--- config.mk ---
export PLATFORM = sky130hd
export DESIGN_NAME = regwr_arbiter
export DESIGN_NICKNAME = d
export VERILOG_FILES = /design/src/rtl/regwr_pkg.sv /design/src/rtl/regwr_slot.sv /design/src/rtl/regwr_arbiter.sv
export SDC_FILE = /design/constraint.sdc
export NUM_CORES = 1
export LEC_CHECK = 0
export ABC_AREA = 1
export CAP_MARGIN = 20
export CORE_ASPECT_RATIO = 1.75
export CORE_MARGIN = 1
export CORE_UTILIZATION = 54
export CTS_BUF_LIST = sky130_fd_sc_hd__clkbuf_4 sky130_fd_sc_hd__clkbuf_8 sky130_fd_sc_hd__clkbuf_16
export DETAILED_ROUTE_END_ITERATION = 8
export GPL_ROUTABILITY_DRIVEN = 0
export PLACE_DENSITY = 0.92
export RECOVER_POWER = 25
export SLEW_MARGIN = 25
export SYNTH_ARGS = -nofsm -noshare
export SYNTH_HDL_FRONTEND = slang
export SYNTH_SLANG_ARGS = --single-unit
--- constraint.sdc ---
create_clock -name clk -period 3.2 [get_ports clk]
set_input_delay 0.32 -clock clk [delete_from_list [all_inputs] [get_ports clk]]
set_output_delay 0.32 -clock clk [all_outputs]
set_load 0.01 [all_outputs]
--- src/rtl/regwr_pkg.sv ---
// Shared types and constants for the register-bank writeback arbiter.
package regwr_pkg;

  localparam int REGWR_DATA_W = 32;
  localparam int REGWR_ADDR_W = 5;
  localparam int ZERO_REG     = 0;

  // Two bits are enough: an entry is granted no later than its second cycle held.
  localparam int AGE_W = 2;
  typedef logic [AGE_W-1:0] age_t;

  typedef struct packed {
    logic                    valid;
    logic [REGWR_ADDR_W-1:0] dr;
    logic [REGWR_DATA_W-1:0] data;
    age_t                    age;
  } regwr_entry_t;

  function automatic age_t age_inc(input age_t a);
    return (a == '1) ? a : a + age_t'(1);
  endfunction

endpackage

--- src/rtl/regwr_slot.sv ---
// One-entry holding register for a writeback requester; age counts cycles held.
module regwr_slot
  import regwr_pkg::*;
#(
  parameter int DATA_W = REGWR_DATA_W,
  parameter int ADDR_W = REGWR_ADDR_W
) (
  input  logic              clk,
  input  logic              reset,
  input  logic              push,
  input  logic              pop,
  input  logic [ADDR_W-1:0] push_dr,
  input  logic [DATA_W-1:0] push_data,
  output logic              valid,
  output logic [ADDR_W-1:0] dr,
  output logic [DATA_W-1:0] data,
  output age_t              age
);

  // NOTE: sequential state uses non-blocking assignments so every register
  // samples pre-edge values regardless of statement order.
  always_ff @(posedge clk or negedge reset) begin
    if (!reset) begin
      valid <= 1'b0;
      dr    <= '0;
      data  <= '0;
      age   <= '0;
    end else if (push) begin
      // A push during a pop replaces the entry; the newcomer starts youngest.
      valid <= 1'b1;
      dr    <= push_dr;
      data  <= push_data;
      age   <= '0;
    end else if (pop) begin
      valid <= 1'b0;
    end else if (valid) begin
      age <= age_inc(age);
    end
  end

endmodule

--- src/rtl/regwr_arbiter.sv ---
// Arbitrates ALU (A) and load (B) writebacks onto one registered register-bank
// write port, oldest first (B on ties). Optional macro: REGWR_ZERO_DROP_EN.
module regwr_arbiter
  import regwr_pkg::*;
#(
  parameter int DATA_W = REGWR_DATA_W,
  parameter int ADDR_W = REGWR_ADDR_W
) (
  input  logic              clk,
  input  logic              reset,
  input  logic              a_valid,
  output logic              a_ready,
  input  logic [ADDR_W-1:0] a_dr,
  input  logic [DATA_W-1:0] a_data,
  input  logic              b_valid,
  output logic              b_ready,
  input  logic [ADDR_W-1:0] b_dr,
  input  logic [DATA_W-1:0] b_data,
  output logic              wr_en,
  output logic [ADDR_W-1:0] wr_dr,
  output logic [DATA_W-1:0] wr_data,
  input  logic [ADDR_W-1:0] q_sr1,
  input  logic [ADDR_W-1:0] q_sr2,
  output logic              q_hit1,
  output logic              q_hit2
);

  logic              av, bv;
  logic [ADDR_W-1:0] adr, bdr;
  logic [DATA_W-1:0] adata, bdata;
  age_t              aage, bage;
  logic              grant_a, grant_b;
  logic              push_a, push_b;

  // NOTE: every always_comb output gets a default first so no path infers a latch.
  always_comb begin
    grant_a = 1'b0;
    grant_b = 1'b0;
    if (av && bv) begin
      if (aage > bage) grant_a = 1'b1;
      else             grant_b = 1'b1;
    end else begin
      grant_a = av;
      grant_b = bv;
    end
  end

  assign a_ready = reset && (!av || grant_a);
  assign b_ready = reset && (!bv || grant_b);

`ifdef REGWR_ZERO_DROP_EN
  // Writes to the zero register are consumed here and never reach the bank.
  assign push_a = a_valid && a_ready && (a_dr != ADDR_W'(ZERO_REG));
  assign push_b = b_valid && b_ready && (b_dr != ADDR_W'(ZERO_REG));
`else
  assign push_a = a_valid && a_ready;
  assign push_b = b_valid && b_ready;
`endif

  regwr_slot #(.DATA_W(DATA_W), .ADDR_W(ADDR_W)) u_slot_a (
    .clk       (clk),
    .reset     (reset),
    .push      (push_a),
    .pop       (grant_a),
    .push_dr   (a_dr),
    .push_data (a_data),
    .valid     (av),
    .dr        (adr),
    .data      (adata),
    .age       (aage)
  );

  regwr_slot #(.DATA_W(DATA_W), .ADDR_W(ADDR_W)) u_slot_b (
    .clk       (clk),
    .reset     (reset),
    .push      (push_b),
    .pop       (grant_b),
    .push_dr   (b_dr),
    .push_data (b_data),
    .valid     (bv),
    .dr        (bdr),
    .data      (bdata),
    .age       (bage)
  );

  always_ff @(posedge clk or negedge reset) begin
    if (!reset) begin
      wr_en   <= 1'b0;
      wr_dr   <= '0;
      wr_data <= '0;
    end else begin
      wr_en <= grant_a || grant_b;
      if (grant_b) begin
        wr_dr   <= bdr;
        wr_data <= bdata;
      end else if (grant_a) begin
        wr_dr   <= adr;
        wr_data <= adata;
      end
    end
  end

  // Hazard lookup covers both held entries and the write being presented now.
  always_comb begin
    q_hit1 = 1'b0;
    q_hit2 = 1'b0;
    if (q_sr1 != ADDR_W'(ZERO_REG))
      q_hit1 = (av && adr == q_sr1) || (bv && bdr == q_sr1) || (wr_en && wr_dr == q_sr1);
    if (q_sr2 != ADDR_W'(ZERO_REG))
      q_hit2 = (av && adr == q_sr2) || (bv && bdr == q_sr2) || (wr_en && wr_dr == q_sr2);
  end

endmodule

**Word level (Yosys, flattened, before mapping)**

Cells that the tools add are included.

- Register bits: 118
- Input port bits: 88
- Output and inout bits: 42

- Add/sub/neg operators: 2
- Order comparisons: 1
- Equality and inequality tests: 12
- Multiplexer cells: 22
- Reductions and logical operators: 29

Operators by type and width:

| cell | number |
|---|---|
| two-way mux 32 bit | 2 |
| == test 5 bit | 6 |
| two-way mux 2 bit | 8 |
| logical AND 1 bit | 11 |
| two-way mux 1 bit | 10 |
| two-way mux 5 bit | 2 |
| nonzero test 2 bit | 5 |
| nonzero test 5 bit | 2 |
| logical OR 1 bit | 7 |
| AND reduction 3 bit | 2 |
| adder 2 x 1 -> 2 bit, second input constant | 2 |
| == test 2 bit, second input constant | 2 |
| != test 2 x 1 -> 1 bit, second input constant | 2 |
| != test 2 bit, second input constant | 2 |
| > comparator 2 bit | 1 |
| logical NOT 1 bit | 2 |

**Depth between registers and ports, before layout**

- Depth in word-level cells: 8
- Mapped depth: 12
- Gate-level depth less buffers: 10

**By module**

A second synthesis with hierarchy kept.

- Cell total of the unflattened synthesis: 719
- Area, all modules: 5532.8 um^2

Modules (own cells, without submodules):

| module | instances | cells each | area each (um^2) | sequential area each (um^2) |
|---|---|---|---|---|
| regwr_slot | 2 | 176 | 1572.8 | 1001.0 |
| regwr_arbiter | 1 | 367 | 2387.3 | 950.9 |

**Worst setup path before layout**

OpenSTA, ideal clock, no wires.

- Kind: register -> register
- Start point: reg u_slot_a.age[1]
- End point: reg u_slot_a.data[20]
- Arrival time: 1.592 ns
- Required time: 3.084 ns
- Setup slack: 1.491 ns
- Cell stages (with the launch flop): 11
- Clock period less this slack: 1.709 ns
- Cell sequence: dfrtp_1 ha_1 inv_1 o21bai_1 nand2_4 nand2_4 nand3_4 buf_6 buf_2 nand2_1 nand2_1

- Word-level cells in the longest chain between the ends: 6

RTL lines:

| what | line | source |
|---|---|---|
| start, declared | regwr_slot.sv:17 | `output age_t age` |
| start signal, assigned | regwr_slot.sv:37 | `age <= age_inc(age);` |
| > comparator 2 bit | regwr_arbiter.sv:40 | `if (aage > bage) grant_a = 1'b1;` |
| two-way mux 1 bit | regwr_arbiter.sv:40 |  |
| two-way mux 1 bit | regwr_arbiter.sv:39 | `if (av && bv) begin` |
| logical OR 1 bit | regwr_arbiter.sv:48 | `assign a_ready = reset && (!av \|\| grant_a);` |
| logical AND 1 bit | regwr_arbiter.sv:48 |  |
| logical AND 1 bit | regwr_arbiter.sv:56 | `assign push_a = a_valid && a_ready;` |
| end signal, assigned | regwr_slot.sv:32 | `data <= push_data;` |
| end, declared | regwr_slot.sv:16 | `output logic [DATA_W-1:0] data,` |

No other way between the ends.
A chain may end at the register's enable or synchronous reset.

**Worst setup path in the final report**

- Start point: reg u_slot_b.age[1]
- End point: out a_ready

- Word-level cells in the longest chain between the ends: 5

RTL lines:

| what | line | source |
|---|---|---|
| start, declared | regwr_slot.sv:17 |  |
| start signal, assigned | regwr_slot.sv:37 |  |
| > comparator 2 bit | regwr_arbiter.sv:40 |  |
| two-way mux 1 bit | regwr_arbiter.sv:40 |  |
| two-way mux 1 bit | regwr_arbiter.sv:39 |  |
| logical OR 1 bit | regwr_arbiter.sv:48 |  |
| logical AND 1 bit | regwr_arbiter.sv:48 |  |
| end, declared | regwr_arbiter.sv:12 | `output logic a_ready,` |

No other way between the ends.

==> flow_metrics.py <==
metrics = {
    "status": {
        "status": "completed",
    },
    "pwr": {
        "p_int_mw": 3.591,
        "power_density_mw_per_mm2": 695.9,
        "swShare": 0.3016,
        "power_mw": 5.142,
        "comb_power_share": 0.238,
        "p_leak_nw": 3.843,
        "p_sw_mw": 1.551,
        "power_frac_seq": 0.395,
        "irDropWorstVdd_mv": 0.7428,
        "power_frac_clock": 0.366,
    },
    "critical_path": {
        "cp-end-kind": "output port",
        "r2r-end": "u_slot_b.data[26]",
        "endpoint": "a_ready",
        "startpoint": "u_slot_b.age[1]",
        "critPathRequiredTime_ps": 2880,
        "criticalPathCategory": "flop to output port",
        "path_buf_inv": 4,
        "crit_cells": 9,
        "worstPathArrival_ps": 2420,
        "crit_path_frequent_cell": "inv_1",
        "path_cells": "inv_1, ha_1, inv_1, o21bai_1, nand2_4, nand2_4, nand2_1, inv_1, clkdlybuf4s50_1",
        "crit_slowest_cell": "clkdlybuf4s50_1",
        "reg2reg_from": "u_slot_a.age[1]",
        "cpPeakStageDelay_ps": 560,
        "reg2reg_slack_ps": 910,
        "crit_family": "buffers and inverters",
        "start_kind": "flop",
        "r2r_cells": 7,
        "crit_fanout": 10,
    },
    "grt": {
        "grt_max_degree": 70,
        "antenna_found_initial": 0,
        "grt_pass1_vias": 5367,
        "grt_usage": 0.3172,
        "grt_overflow_total": 0,
        "grt_pass1_wl_microns": 25270,
    },
    "clock_tree": {
        "clock_latency_ps": 410,
        "cts_buffers": 17,
        "tritoncts": "yes",
        "cts_sinks": 118,
        "cts-root-buf": "clkbuf_16",
        "cts.clk_slew.worst_paths_ps": 60,
        "clock_path_buffers": 2,
        "htree_levels": 4,
    },
    "synth": {
        "yosys_warnings": 0,
        "synthCells": 702,
        "ys_types": 23,
        "ys_seq_elements": 118,
        "synth_nets": 794,
        "syn_area_sq_mm": 0.005460,
        "synth-seq-area-share": 0.5408,
        "syn_area_per_cell_sq_um": 7.778,
    },
    "routing": {
        "wl_per_cell_microns": 16.29,
        "ant_nets": 0,
        "wl_met1_microns": 5556,
        "wl_met3_microns": 1245,
        "routed_wl_microns": 15720,
        "vias_per_cell": 5.615,
        "wl_met2_microns": 8177,
        "drt_iter0_drc": 666,
        "dr.pass1.iters": 5,
        "drc_errors": 0,
        "highest_layer": "met4",
        "vias": 5418,
    },
    "sta": {
        "finClkSkew_ps": 7.978,
        "setup_slack_ps": 459.8,
        "slew_violations": 0,
        "fin_crit_sh": 0.8563,
        "hold_viol": 0,
        "finalSetupViolCount": 0,
        "tightest_slew_ps": 1104,
        "rsz0062_at_grt": "false",
        "setup_tns_ps": 0,
        "period_minus_slack_ps": 2740,
        "slew_headroom": 0.2638,
        "fmax_ghz": 0.3649,
    },
    "cells_and_area": {
        "final_cell_count_no_fill": 965,
        "layout.nets": 920,
        "areaGrowthSynthToFinish_pct": 35.31,
        "drive_above_1_share": 0.05595,
        "diodes": 0,
    },
    "placement": {
        "dp_slack_ps": 856.3,
        "port-buffer-count": 129,
        "dp.cells": 933,
        "hpwl_microns": 9975,
    },
    "job": {
        "cap_violations": 0,
    },
    "worst_hold_path": {
        "hp-class": "input pin to asynchronous set/reset pin",
    },
    "die": {
        "start_util": 0.5544,
        "fp.dieH_microns": 135.0,
        "ioPinCount": 130,
        "die-area_sq_mm": 0.01053,
        "fp-row-count": 48,
        "coreArea_sq_mm": 0.009849,
        "die_w_microns": 78.02,
    },
}
## flip-flops by register name, indices dropped and copies added, names as in the netlist
| signal | cells |
|---|---|
| u_slot_a.data | 32 |
| u_slot_a.age | 2 |
| wr_dr | 5 |
| wr_en | 1 |
| wr_data | 32 |
| u_slot_a.valid | 1 |
| u_slot_b.data | 32 |
| u_slot_b.age | 2 |
| u_slot_b.dr | 5 |
| u_slot_a.dr | 5 |
| u_slot_b.valid | 1 |
## worst register-to-register path, delay by kind of cell, from the launching register on
family,cells,cell delay [ps]
AND/OR/NAND/NOR,2,590
buffers and inverters,2,480
flip-flops,1,410
AO/OA/AOI/OAI,2,370
adder cells (fa/ha/maj),1,350
## power groups by stage
stage          Sequential, mW  Clock, mW  Combinational, mW
2_1_floorplan            2.06          0              0.544
3_3_place_gp             2.03          0               1.17
3_5_place_dp             2.04          0               1.23
4_1_cts                  2.03       1.89               1.25
5_1_grt                  2.06       1.96               1.34
6_report                 2.03       1.88               1.23
## stage by stage
step,hold WS (ps),util,cell area (sq um)
global route,448.1,0.7501,7388
floorplan,24.41,-,5460
CTS,391.9,0.7513,7400
detailed placement,288.3,0.6905,6802
finish,410.4,0.7501,7388
global placement,280.5,0.6905,6802
## cell usage in the layout, fill, tap and decap left out, types with 3 or more instances in the layout
master	count
inv_1	69
clkdlybuf4s50_1	109
nand3_1	80
a21oi_1	6
o211ai_1	5
nor2_1	36
clkinv_2	5
buf_4	8
dfrtp_1	118
o21ai_1	4
ha_1	4
nand2_1	305
clkbuf_16	17
nor3_1	3
o21ai_0	30
dlygate4sd3_1	20
clkbuf_8	4
## synthesized netlist by cell type
master	count	area, sq um
nand3_1	80	400.4
nand2_1	305	1145
ha_1	4	50.05
a21oi_1	6	30.03
nand3_4	1	17.52
nand3_2	1	10.01
buf_2	8	40.04
nor3_1	3	15.01
o21bai_1	2	15.01
o211ai_1	5	37.54
o21ai_1	4	20.02
buf_4	4	30.03
dfrtp_1	118	2953
inv_2	1	3.750
o21ai_0	30	150.1
inv_1	70	262.8
nand2_2	1	6.260
a21oi_2	1	8.760
clkbuf_1	15	56.30
nand4_1	1	6.260
nor2_1	36	135.1
buf_6	4	45.04
nand2_4	2	22.52
## cell type report
| type | count | area (sq um) |
|---|---|---|
| Fill cell | 698 | 2461 |
| Sequential cell | 118 | 2953 |
| Timing Repair Buffer | 138 | 1355 |
| Multi-Input combinational cell | 482 | 2069 |
| Inverter | 71 | 266.5 |
| Clock buffer | 22 | 488.0 |
| Tap cell | 125 | 156.4 |
| Clock inverter | 9 | 100.1 |
## worst min path at each step
stage	startpoint	endpoint	slack (ps)	cells after the start
finish	reset	wr_data[2]	410	2
global route	reset	wr_data[2]	450	2
CTS	reset	u_slot_a.data[3]	390	2
detailed placement	reset	wr_data[3]	290	1
global placement	reset	wr_data[2]	280	1
floorplan	reset	u_slot_a.age[0]	20	0
## routing by layer
layer  track usage  vias to the layer above
li1              -                     2426
met1        0.3594                     2565
met2        0.5413                      358
met3       0.07095                       69
met4        0.1934                        0
met5             0                        -
## logic make-up (layout without fill, tap and decap cells)
group	Yosys count	count (layout)	share of synthesized area
AOI/OAI and AO/OA	48	48	0.04789
adders and majority gates	4	4	0.009166
buffers and inverters	102	240	0.08020
DFF	118	118	0.5408
and+or+nand+nor	430	430	0.3220
## timing repair
action	CTS	global route
hold endpoints to repair	29	0
buffers inserted	0	0
gates resized for setup	0	0
hold buffers	1	0
No activity file was read; power rests on OpenSTA's default activity.
